<file path="config.mk">
export PLATFORM = sky130hd
export DESIGN_NAME = seq_array_multiplier
export DESIGN_NICKNAME = d
export VERILOG_FILES = /design/src/rtl/seq_array_multiplier.sv
export SDC_FILE = /design/constraint.sdc
export NUM_CORES = 1
export LEC_CHECK = 0
export CORE_ASPECT_RATIO = 0.8
export CORE_MARGIN = 1
export CORE_UTILIZATION = 30
export DETAILED_ROUTE_END_ITERATION = 8
export GPL_TIMING_DRIVEN = 0
export SYNTH_ARGS = -nofsm -noshare
export SYNTH_HDL_FRONTEND = slang
export SYNTH_SLANG_ARGS = --single-unit
</file>
<file path="constraint.sdc">
create_clock -name clk_i -period 8.5 [get_ports clk_i]
set_clock_uncertainty 0.1 [all_clocks]
set_input_delay 2.125 -clock clk_i [delete_from_list [all_inputs] [get_ports clk_i]]
set_output_delay 2.125 -clock clk_i [all_outputs]
set_load 0.02 [all_outputs]
</file>
<file path="src/rtl/seq_array_multiplier.sv">
// Iterative shift-and-add WIDTH x WIDTH multiplier with start/busy/done handshake.
// One partial-product row of the latched multiplier is accumulated per clock.
module seq_array_multiplier #(
  parameter int unsigned WIDTH = 4
) (
  input  logic               clk_i,
  input  logic               rst_i,
  input  logic               start_i,
  input  logic               signed_mode_i,
  input  logic [WIDTH-1:0]   a_i,
  input  logic [WIDTH-1:0]   b_i,
  output logic               busy_o,
  output logic               done_o,
  output logic [2*WIDTH-1:0] p_o
);

  localparam int unsigned PW   = 2 * WIDTH;
  localparam int unsigned CntW = (WIDTH > 2) ? $clog2(WIDTH) : 1;

  typedef enum logic [1:0] {StIdle, StRun, StDone} state_e;

  state_e          state_q;
  logic [WIDTH-1:0] a_q, b_q;
  logic             signed_q;
  logic [CntW-1:0]  cnt_q;
  logic [PW-1:0]    acc_q, acc_d;
  logic [PW-1:0]    p_q;
  logic             busy_q, done_q;

  logic [PW-1:0]    a_ext;
  logic [PW-1:0]    addend;
  logic             last;

  // In signed mode the top multiplier bit carries weight -2^(W-1), so its row is subtracted.
  always_comb begin
    a_ext  = signed_q ? {{WIDTH{a_q[WIDTH-1]}}, a_q} : {{WIDTH{1'b0}}, a_q};
    addend = a_ext << cnt_q;
    last   = (cnt_q == CntW'(WIDTH - 1));
    acc_d  = acc_q;
    if (b_q[cnt_q]) begin
      if (signed_q && last) begin
        acc_d = acc_q - addend;
      end else begin
        acc_d = acc_q + addend;
      end
    end
  end

  always_ff @(posedge clk_i or posedge rst_i) begin
    if (rst_i) begin
      state_q  <= StIdle;
      a_q      <= '0;
      b_q      <= '0;
      signed_q <= 1'b0;
      cnt_q    <= '0;
      acc_q    <= '0;
      p_q      <= '0;
      busy_q   <= 1'b0;
      done_q   <= 1'b0;
    end else begin
      unique case (state_q)
        StIdle, StDone: begin
          done_q <= 1'b0;
          if (start_i) begin
            a_q      <= a_i;
            b_q      <= b_i;
            signed_q <= signed_mode_i;
            acc_q    <= '0;
            cnt_q    <= '0;
            busy_q   <= 1'b1;
            state_q  <= StRun;
          end else begin
            busy_q  <= 1'b0;
            state_q <= StIdle;
          end
        end
        StRun: begin
          acc_q <= acc_d;
          cnt_q <= cnt_q + 1'b1;
          if (last) begin
            p_q     <= acc_d;
            busy_q  <= 1'b0;
            done_q  <= 1'b1;
            state_q <= StDone;
          end
        end
        default: begin
          busy_q  <= 1'b0;
          done_q  <= 1'b0;
          state_q <= StIdle;
        end
      endcase
    end
  end

  assign busy_o = busy_q;
  assign done_o = done_q;
  assign p_o    = p_q;

endmodule

</file>
Word-level counts from Yosys, hierarchy flattened
Cells that the tools add are included.
{ "word_totals": {"register_bits": 31, "out_inout_bits": 10, "in_bits": 12} }
{ "op_classes": {"n_eq_ne": 5, "n_mux": 17, "add_sub_neg": 3, "order_cmp": 1, "shifts": 1, "reduce_logical": 7} }
{ "ops": {"columns": ["cell", "n"], "rows": [
  ["8-bit 2-to-1 mux", 4],
  ["8-bit one-hot mux with 2 select lines", 1],
  ["8-bit adder", 1],
  ["2-bit one-hot mux with 2 select lines", 2],
  ["8-bit by 2-bit << shifter with 8-bit output", 1],
  ["8-bit subtractor", 1],
  ["1-bit 2-to-1 mux", 6],
  ["2-bit AND reduction", 3],
  ["2-bit == test, second input constant", 2],
  ["2-bit 2-to-1 mux", 2],
  ["2-bit inequality test, second input constant", 2],
  ["2-bit by 3-bit < comparator with 1-bit output, second input constant", 1],
  ["2-bit by 1-bit adder with 2-bit output, second input constant", 1],
  ["1-bit binary-select mux with 2-bit select", 1],
  ["2-bit by 1-bit == test with 1-bit output, second input constant", 1],
  ["2-bit zero test", 1],
  ["1-bit one-hot mux with 2 select lines", 1],
  ["2-bit nonzero test", 1],
  ["2-bit OR reduction", 1],
  ["1-bit logical AND", 1]
]} }

Logic depth before layout (Yosys ltp)
Gate-level depths: netlist of the first run.
{ "logic_depth": {"depth_word": 6, "depth_mapped": 15, "mapped_depth_nobuf": 15} }

Worst setup path after synthesis of the first run
Ideal clock, no wire load.
{ "synth_timing": {"kind": "reg-to-reg", "startpoint": "register cnt_q[0]", "endpoint": "register acc_q[7]", "n_path_buf": 0, "arrival_ns": 2.777, "path_stages_with_launch": 16, "path_slack_ns": 5.492, "setup_time_ns": 0.131, "period_less_slack_ns": 3.008, "cell_sequence": "dfrtp_1 -> ha_1 -> a21oi_1 -> nand2_1 -> a21oi_1 -> a21oi_1 -> o21ai_0 -> a21oi_1 -> ha_1 -> nand2_1 -> o21a_1 -> o31a_1 -> nand2b_1 -> mux2_4 -> o211ai_1 -> o31ai_1"} }
{ "synth_via": {"elab_chain_len": 5} }
{ "synth_lines": {"columns": ["item", "line_no", "text"], "rows": [
  ["from (decl)", "25", "logic [CntW-1:0] cnt_q;"],
  ["from (signal assigned)", "79", "cnt_q <= cnt_q + 1'b1;"],
  ["8-bit by 2-bit << shifter with 8-bit output / 2-bit == test (equally long branches)", "37, 38", null],
  ["8-bit adder, or another cell as far along", "44", "acc_d = acc_q + addend;"],
  ["8-bit 2-to-1 mux", "41", "if (signed_q && last) begin"],
  ["8-bit 2-to-1 mux *", "40", "if (b_q[cnt_q]) begin"],
  ["8-bit one-hot mux with 2 select lines *", "61", "unique case (state_q)"],
  ["to (signal assigned)", "56", "acc_q <= '0;"],
  ["to (signal assigned)", "68", "acc_q <= '0;"],
  ["to (signal assigned)", "78", "acc_q <= acc_d;"],
  ["to (decl)", "26", "logic [PW-1:0] acc_q, acc_d;"]
]} }
Every way passes the cells marked *; elsewhere a longest branch is shown, timed or not. The select of a mux whose other input is x is not followed.
A chain may end at the register's enable or synchronous reset.

Final worst setup path of the first run
{ "layout_timing": {"startpoint": "register done_q, in the netlist done_o", "endpoint": "output done_o"} }
{ "layout_lines": {"columns": ["item", "line_no", "text"], "rows": [
  ["from (decl)", "28", "logic busy_q, done_q;"],
  ["from (signal assigned)", "59", "done_q <= 1'b0;"],
  ["from (signal assigned)", "63", "done_q <= 1'b0;"],
  ["from (signal assigned)", "83", "done_q <= 1'b1;"],
  ["to (decl)", "13", "output logic done_o,"]
]} }
No word-level cell between the ends.

==> results of run 1 <==
## final cells by class
type / instances / area share (%)
multi-input cells: 172 / 46.6
flip-flops and latches: 30 / 31.9
repair buffers: 21 / 8.95
well taps: 81 / 4.31
clock buffers: 7 / 3.67
plain buffers: 15 / 3.35
inverters: 6 / 0.958
clock inverters: 1 / 0.213
## cells by family (layout without fill, tap and decap cells)
kind of cell	Yosys count	in the layout	synth area share (%)
xor+xnor	10	10	4.88
buf+inv	21	50	5.21
compound gates	60	60	19.9
mux	8	8	5.98
fa+ha+maj	8	8	5.53
simple gates	86	86	20.0
flops	30	30	38.6
## per-layer routing
| metal | routed length, um | share of wire [%] |
|---|---|---|
| met1 | 2150 | 53 |
| met2 | 1700 | 42 |
| met3 | 181 | 4.5 |
| met4 | 29 | 0.72 |
| met5 | 0 | 0 |
## worst max-delay path by stage
stage / from / to / depth (start not counted)
finish: done_o / done_o / 1
global route: cnt_q[0] / acc_q[7] / 15
CTS: done_o / done_o / 1
floorplan: cnt_q[0] / acc_q[7] / 15
detailed placement: rst_i / p_o[5] / 2
global placement: rst_i / acc_q[6] / 2
## metrics by stage
stage	std cells	util (%)
after global placement	325	37.2
final	333	38.7
after floorplan	223	-
after CTS	333	38.7
after global routing	333	38.7
after detailed placement	325	37.2
## flip-flops by register name, summed over array words and instances, names as in the netlist
signal	cells
acc_q	8
p_o	8
a_q	4
b_q	4
cnt_q	2
busy_o	1
done_o	1
signed_q	1
state_q	1
## cell usage in the layout (no fill, tap or decap), types with 6 or more instances in the layout
cell type / instances
sky130_fd_sc_hd__a21oi_1: 17
sky130_fd_sc_hd__nand2_1: 57
sky130_fd_sc_hd__o21ai_0: 10
sky130_fd_sc_hd__clkbuf_1: 10
sky130_fd_sc_hd__clkdlybuf4s50_1: 21
sky130_fd_sc_hd__ha_1: 7
sky130_fd_sc_hd__clkbuf_8: 6
sky130_fd_sc_hd__o21ai_1: 10
sky130_fd_sc_hd__nor2_1: 10
sky130_fd_sc_hd__dfrtp_1: 30
==> run summary, run 1 <==
The proportion of synthesized flip-flops having asynchronous set or reset came out at 100%. Setup violations remaining at the end of the flow were counted as 0. In the global route stage, met3 resource usage came out at 4.29%. The iteration count of the initial detailed-routing pass is 4, and the total nets after synthesis is 243. The first routing iteration left 60 violations. Among all flip-flop cells after synthesis, the most frequent one is sky130_fd_sc_hd__dfrtp_1. The worst setup slack before clock tree synthesis came out at 4.84 ns. At the later pin of the worst-skew pair, clock insertion delay measures 0.28 ns. In the final design database the tool counted 271 nets. The element type at the critical path start was a flip-flop.

The average instance area after synthesis came out at 8.73 um2. For the number of global-route vias before repair, the log shows 1489. For this configuration, the core starts out at a cell density of 32.1%. The highest cell delay on the worst timing path was 0.61 ns; the summed instance area of the synthesized netlist was 1950 um2. The critical path is of the reg -> out type. The clock transition time at the flip-flop clock pins of the worst setup and hold paths is 0.06 ns, and the signed area change from the synthesized netlist to the final layout is 20.7%.

The capture endpoint of the worst hold path is b_q[3]. The routed via count divided by cell count works out to 4.74. The layout filler cell count came out at 641. The tools report the nature of the critical path endpoint as an output pin. The number of flops mapped to enable cells by yosys works out to 0. The final wirelength is 4050 um. The largest driver fanout on the critical path came out at 3. The synthesized netlist contains 44 unique library cells.

The number of H-tree levels is 2. The highest-delay cell along the critical path was sky130_fd_sc_hd__clkdlybuf4s50_1. The area occupied by multi-input gates was 1090 um2. Pin placement for this block handled 22 I/O pins.

The max-slew headroom at the worst pin came out at 23.5%. The warning count from the yosys run came out at 0. For the share of the yosys chip area belonging to registers, the log shows 38.6%. The synthesized design spends more area on one cell type than any other, namely sky130_fd_sc_hd__dfrtp_1. The clock period minus worst slack was 3.49 ns; the die width was 92.1 um. Entering global routing, the biggest net connects 31 pins. The tools report the max-slew violation total from the final report as 0. After legalization and detailed placement, the total HPWL measured 3030 um. Based on the critical path, the design can be clocked at up to 286 MHz.

For this run the aggregate overflow at the end of global routing stands at 0. Global routing used 20.6% of the available met2 tracks. Along the worst hold path, the cell count comes to 2.

The measured slew at the worst slew-check pin was 1.15 ns. The tools report the area of all placed cells without fillers as 2350 um2. The count of buffers added on input and output ports is 21. The worst hold path begins at b_q[3]. On the final layout, the worst hold slack is 0.370 ns.

Walking the worst path, the cells encountered are clkdlybuf4s50_1. The area occupied by registers is 751 um2, and the number of cell instances on the worst register-to-register path is 15. For the die area, the log shows 6820 um2. Clock root buffer master: sky130_fd_sc_hd__clkbuf_8. The area of the core is 6070 um2, and the count of maximum capacitance violations is 0. Post-cts gate resize count: 0. Across all layers, the routed design uses 1579 vias.

For the critical path data required time, the log shows 6.28 ns. The path class of the tightest hold or removal check is reg -> reg. The antenna cell count was 0.

The buffering stage count on the worst path with inverters included was 1; the number of routed nets with antenna violations was 0. Across all setup checks in the final design, the least slack found is 5.01 ns. Once the clock tree was built, the setup fixing pass inserted 0 buffers.

Initial antenna violation count: 0. Global routing used 13.8% of the available tracks across all layers. The synthesis-stage register bit count is 30, and the final number of hold-violating endpoints is 0. The tools report the row count as 25. The worst register-to-register path has a setup slack of 5.09 ns.

Share of the synthesized area in the top cell type: 38.6%. Setup repair after global routing left no endpoint under its margin. For this run, design rule violations remaining after detail routing come to 0.

The worst register-to-register path ends at acc_q[7]. After technology mapping, the gate count stands at 223. The run finished with clean final reports.

met2 is the most crowded layer. From bottom edge to top edge, the die measures 74.1 um. Global routing used 19.2% of the available met1 tracks. Ranked by instance count, the synthesized netlist is headed by 57 x sky130_fd_sc_hd__nand2_1, 30 x sky130_fd_sc_hd__dfrtp_1, 17 x sky130_fd_sc_hd__a21oi_1. TritonCTS built the clock tree.

Yosys attributes the largest share of cell area to sky130_fd_sc_hd__dfrtp_1 39%, sky130_fd_sc_hd__nand2_1 11%, sky130_fd_sc_hd__ha_1 4.5%, sky130_fd_sc_hd__a21oi_1 4.4%, sky130_fd_sc_hd__o21ai_0 2.6%. For this design, the CTS-stage hold fixing added 0 buffers. TritonCTS created 5 clock buffers.

For the deepest clock path buffer count, the log shows 2. After layout, the worst path uses 41.1% of the clock period. In the final routed layout, each cell accounts on average for 12.2 um.

The run gives 0.838 as the placer congestion estimate. For the arrival time of data at the critical path endpoint, the log shows 1.27 ns. The origin of the critical flop-to-flop path is cnt_q[0]. The logs give 30 for the CTS sink count and 7220 um for the first-pass GRT wire length. The post-route netlist has 10.7% of its cells at a drive strength greater than 1.

The run gives 0 ns as the final total negative setup slack. Broken down by cell family, the worst path's largest delay share belongs to buffers and inverters. In this run the cell area measured after placement is 2260 um2. Most instantiated library cell after synthesis: sky130_fd_sc_hd__nand2_1.
Power of run 1 is left out: the tool's default activity adds up to more than one toggle a clock period on the data nets, which glitch-free logic cannot reach.
==> inputs of run 2 (changes only) <==
- clock period: 8.5 -> 3 ns (I/O delays scaled with it)
==> run 2 against run 1 <==
- the run now ends with negative setup slack left
- utilization rose by 3.9 points
- sequential share of layout area fell by 2.8 points
- final area rose by 10%
- critical path type is now reg -> reg
==> run summary, run 2 (synthesized netlist as in run 1, its figures left out) <==
The run finished, with violations left. The final reports fail on negative setup slack. The number of design rule violations left after detail routing is 0 (unchanged), and the total number of vias is 1660 (+5.1%).

The number of input and output port buffers inserted is 21 (unchanged). The run gives 0.29 ns (about the same) as the clock latency on the worst-skew pair. The proportion of layout cells with a drive suffix above 1 was 25.1% (+14 points); the total I/O pin count was 22 (unchanged). The library cells used most frequently in the layout, excluding fill and tap cells, are 55 x sky130_fd_sc_hd__nand2_1, 28 x sky130_fd_sc_hd__dfrtp_1, 21 x sky130_fd_sc_hd__clkdlybuf4s50_1, 17 x sky130_fd_sc_hd__buf_4. STA classifies the critical path startpoint as a flip-flop. Placer congestion estimate: 0.825 (-1.6%). The slack of the worst reg-to-reg path is -0.08 ns (-5.17 ns).

Origin of the critical flop-to-flop path: cnt_q[1]. The library cell used most frequently in the layout, excluding fill and tap cells, is sky130_fd_sc_hd__nand2_1. The logs give 0 (unchanged) for the global-route congestion overflow total and 3.06 ns (-3.22 ns) for the critical path data required time. The worst setup path is captured at a flip-flop. The clock transition time at the flip-flop clock pins of the worst setup and hold paths is 0.07 ns (about the same). The capture endpoint of the worst hold path was b_q[2]. The run gives 0.370 ns (+0.000382 ns) as the worst hold margin. The final number of hold-violating endpoints was 0 (unchanged); the largest driver fanout on the critical path was 4 (+1). In this run the most critical hold path is launched from b_q[2].

Post-DP HPWL: 3040 um (+0.29%). Arrival time of data at the critical path endpoint: 3.14 ns (+1.87 ns). Counting stages on the worst path, the most repeated cell is sky130_fd_sc_hd__mux2_4. For the CTS sink count, the log shows 30 (unchanged).

The die area is 6820 um2 (unchanged), and the first-pass GRT wire length is 7780 um (+7.6%). The row count is 25 (unchanged). The final wirelength is 4530 um (+12%). The cell family with the largest share of critical-path delay was compound AO/OA/AOI/OAI gates.

The number of routed nets with antenna violations was 0 (unchanged); the final clock period utilization by the worst path was 103%. The die outline height came out at 74.1 um (unchanged). The worst register-to-register path ends at acc_q[7]. The number of cells on the worst hold path came out at 2 (unchanged). The area of the core is 6070 um2 (unchanged). The tools report the setup slack after layout as -0.0813 ns (-5.09 ns). The deepest clock path buffer count came out at 2 (unchanged). Compared with the post-synthesis result, the final layout area differs by 32.8%. The worst setup path is of the reg -> reg kind. The max-slew violation total from the final report was 0 (unchanged).

The max-slew headroom at the worst pin is 22.9% (-0.62 points), and the initial antenna violation count is 0 (unchanged). For the number of H-tree levels, the log shows 2 (unchanged). The average wire per standard cell came out at 13.0 um (+7.0%). The run gives 610 (-4.8%) as the layout filler cell count. Final layout net count: 286 (+5.5%). The measured slew at the worst slew-check pin works out to 1.16 ns (+0.00930 ns). The buffering stage count on the worst path with inverters included is 1 (unchanged), and the violation count after the first detailed-route iteration is 77 (+28%). The effective utilization at floorplan was 32.1% (unchanged). Walking the worst path, the cells encountered are buf_6 > mux2_4 > o221ai_4 > o211ai_2 > o21ai_2 > xnor2_1 > ha_1 > nand2_2 > o31a_1 > nand2b_4 > mux2_4 > o211ai_1 > o31ai_1.

The die width is 92.1 um (unchanged), and the highest cell delay on the worst timing path is 0.41 ns (-0.20 ns). The achievable clock frequency is 325 MHz. The highest-delay cell along the critical path was sky130_fd_sc_hd__dfrtp_1. The tools report the iteration count of the initial detailed-routing pass as 4 (unchanged).

Setup repair after global routing could not meet its margin everywhere. The count of maximum capacitance violations came out at 0 (unchanged). The worst path needs 3.08 ns of the cycle, external delays included. Clock root buffer master: sky130_fd_sc_hd__clkbuf_8. CTS buffer count: 5 (unchanged).

The routed via count divided by cell count is 4.77 (+0.60%). Number of global-route vias before repair: 1575 (+5.8%). The run gives 31 (unchanged) as the pin count of the biggest net entering global routing. The tightest min-delay check is of the reg -> reg type. The number of cell instances on the worst register-to-register path works out to 13 (-2).

The number of setup violations in the final report is 2 (+2), and the antenna cell count is 0 (unchanged). TritonCTS built the clock tree. The overall global routing resource usage was 14.9% (+1.2 points); the count of hold buffers inserted by post-cts repair was 0 (unchanged).
==> run 2: changes by cell type in the layout (fill, tap and decap cells not counted), sizes merged <==
cell and change:
clkbuf -1, buf +16
==> run 2: area by class of cell <==
type	count	area [um2]	area share (%)
inverter	6	22.5	0.871
buffer	14	78.8	3.05
tap	81	101	3.92
multi-input combinational	172	1210	46.7
clock inverter	1	5.00	0.194
timing repair buffer	37	330	12.8
clock buffer	7	86.3	3.34
sequential	30	753	29.1
==> run 2: worst min-delay path, stage by stage, from the launching register on <==
cell	delay [ns]
sky130_fd_sc_hd__dfrtp_1	0.34
sky130_fd_sc_hd__nand2_1	0.05
sky130_fd_sc_hd__nand2_1	0.05
==> run 2: worst max path at each step <==
stage,startpoint,to,slack [ns],cells after the start
global placement,cnt_q[0],acc_q[7],-0.26,15
finish,cnt_q[1],acc_q[7],-0.08,13
global route,cnt_q[1],acc_q[7],-0.22,14
CTS,cnt_q[1],acc_q[7],-0.07,14
detailed placement,cnt_q[0],acc_q[7],-0.29,15
floorplan,cnt_q[1],acc_q[7],0.01,13
==> run 2: routing by layer <==
layer | routed length, um | global-route usage (%) | vias up
met2 | 1900 | 22.0 | 31
met5 | 0 | 0 | -
li1 | - | - | 852
met3 | 163 | 3.68 | 9
met4 | 70 | 4.69 | 0
met1 | 2400 | 21.6 | 768
==> run 2: what timing repair did <==
action                                  in CTS  in global routing
pin swaps                                   15                 18
gates resized for setup                      8                 24
buffers inserted                            11                  5
endpoints found under the setup margin       5                  8
==> run 2: through the flow <==
step / instance area (um2) / setup WS [ns] / setup TNS, ns / util [%] / instances
final: 2590 / -0.0813 / -0.0950 / 42.6 / 348
after global routing: 2590 / -0.216 / -0.440 / 42.6 / 348
after CTS: 2470 / -0.0665 / -0.0665 / 40.8 / 344
after detailed placement: 2260 / -0.292 / -0.906 / 37.3 / 325
after global placement: 2260 / -0.264 / -0.899 / 37.3 / 325
after floorplan: 1950 / 0.0113 / 0 / - / 223
Power of run 2 is left out for the same reason.
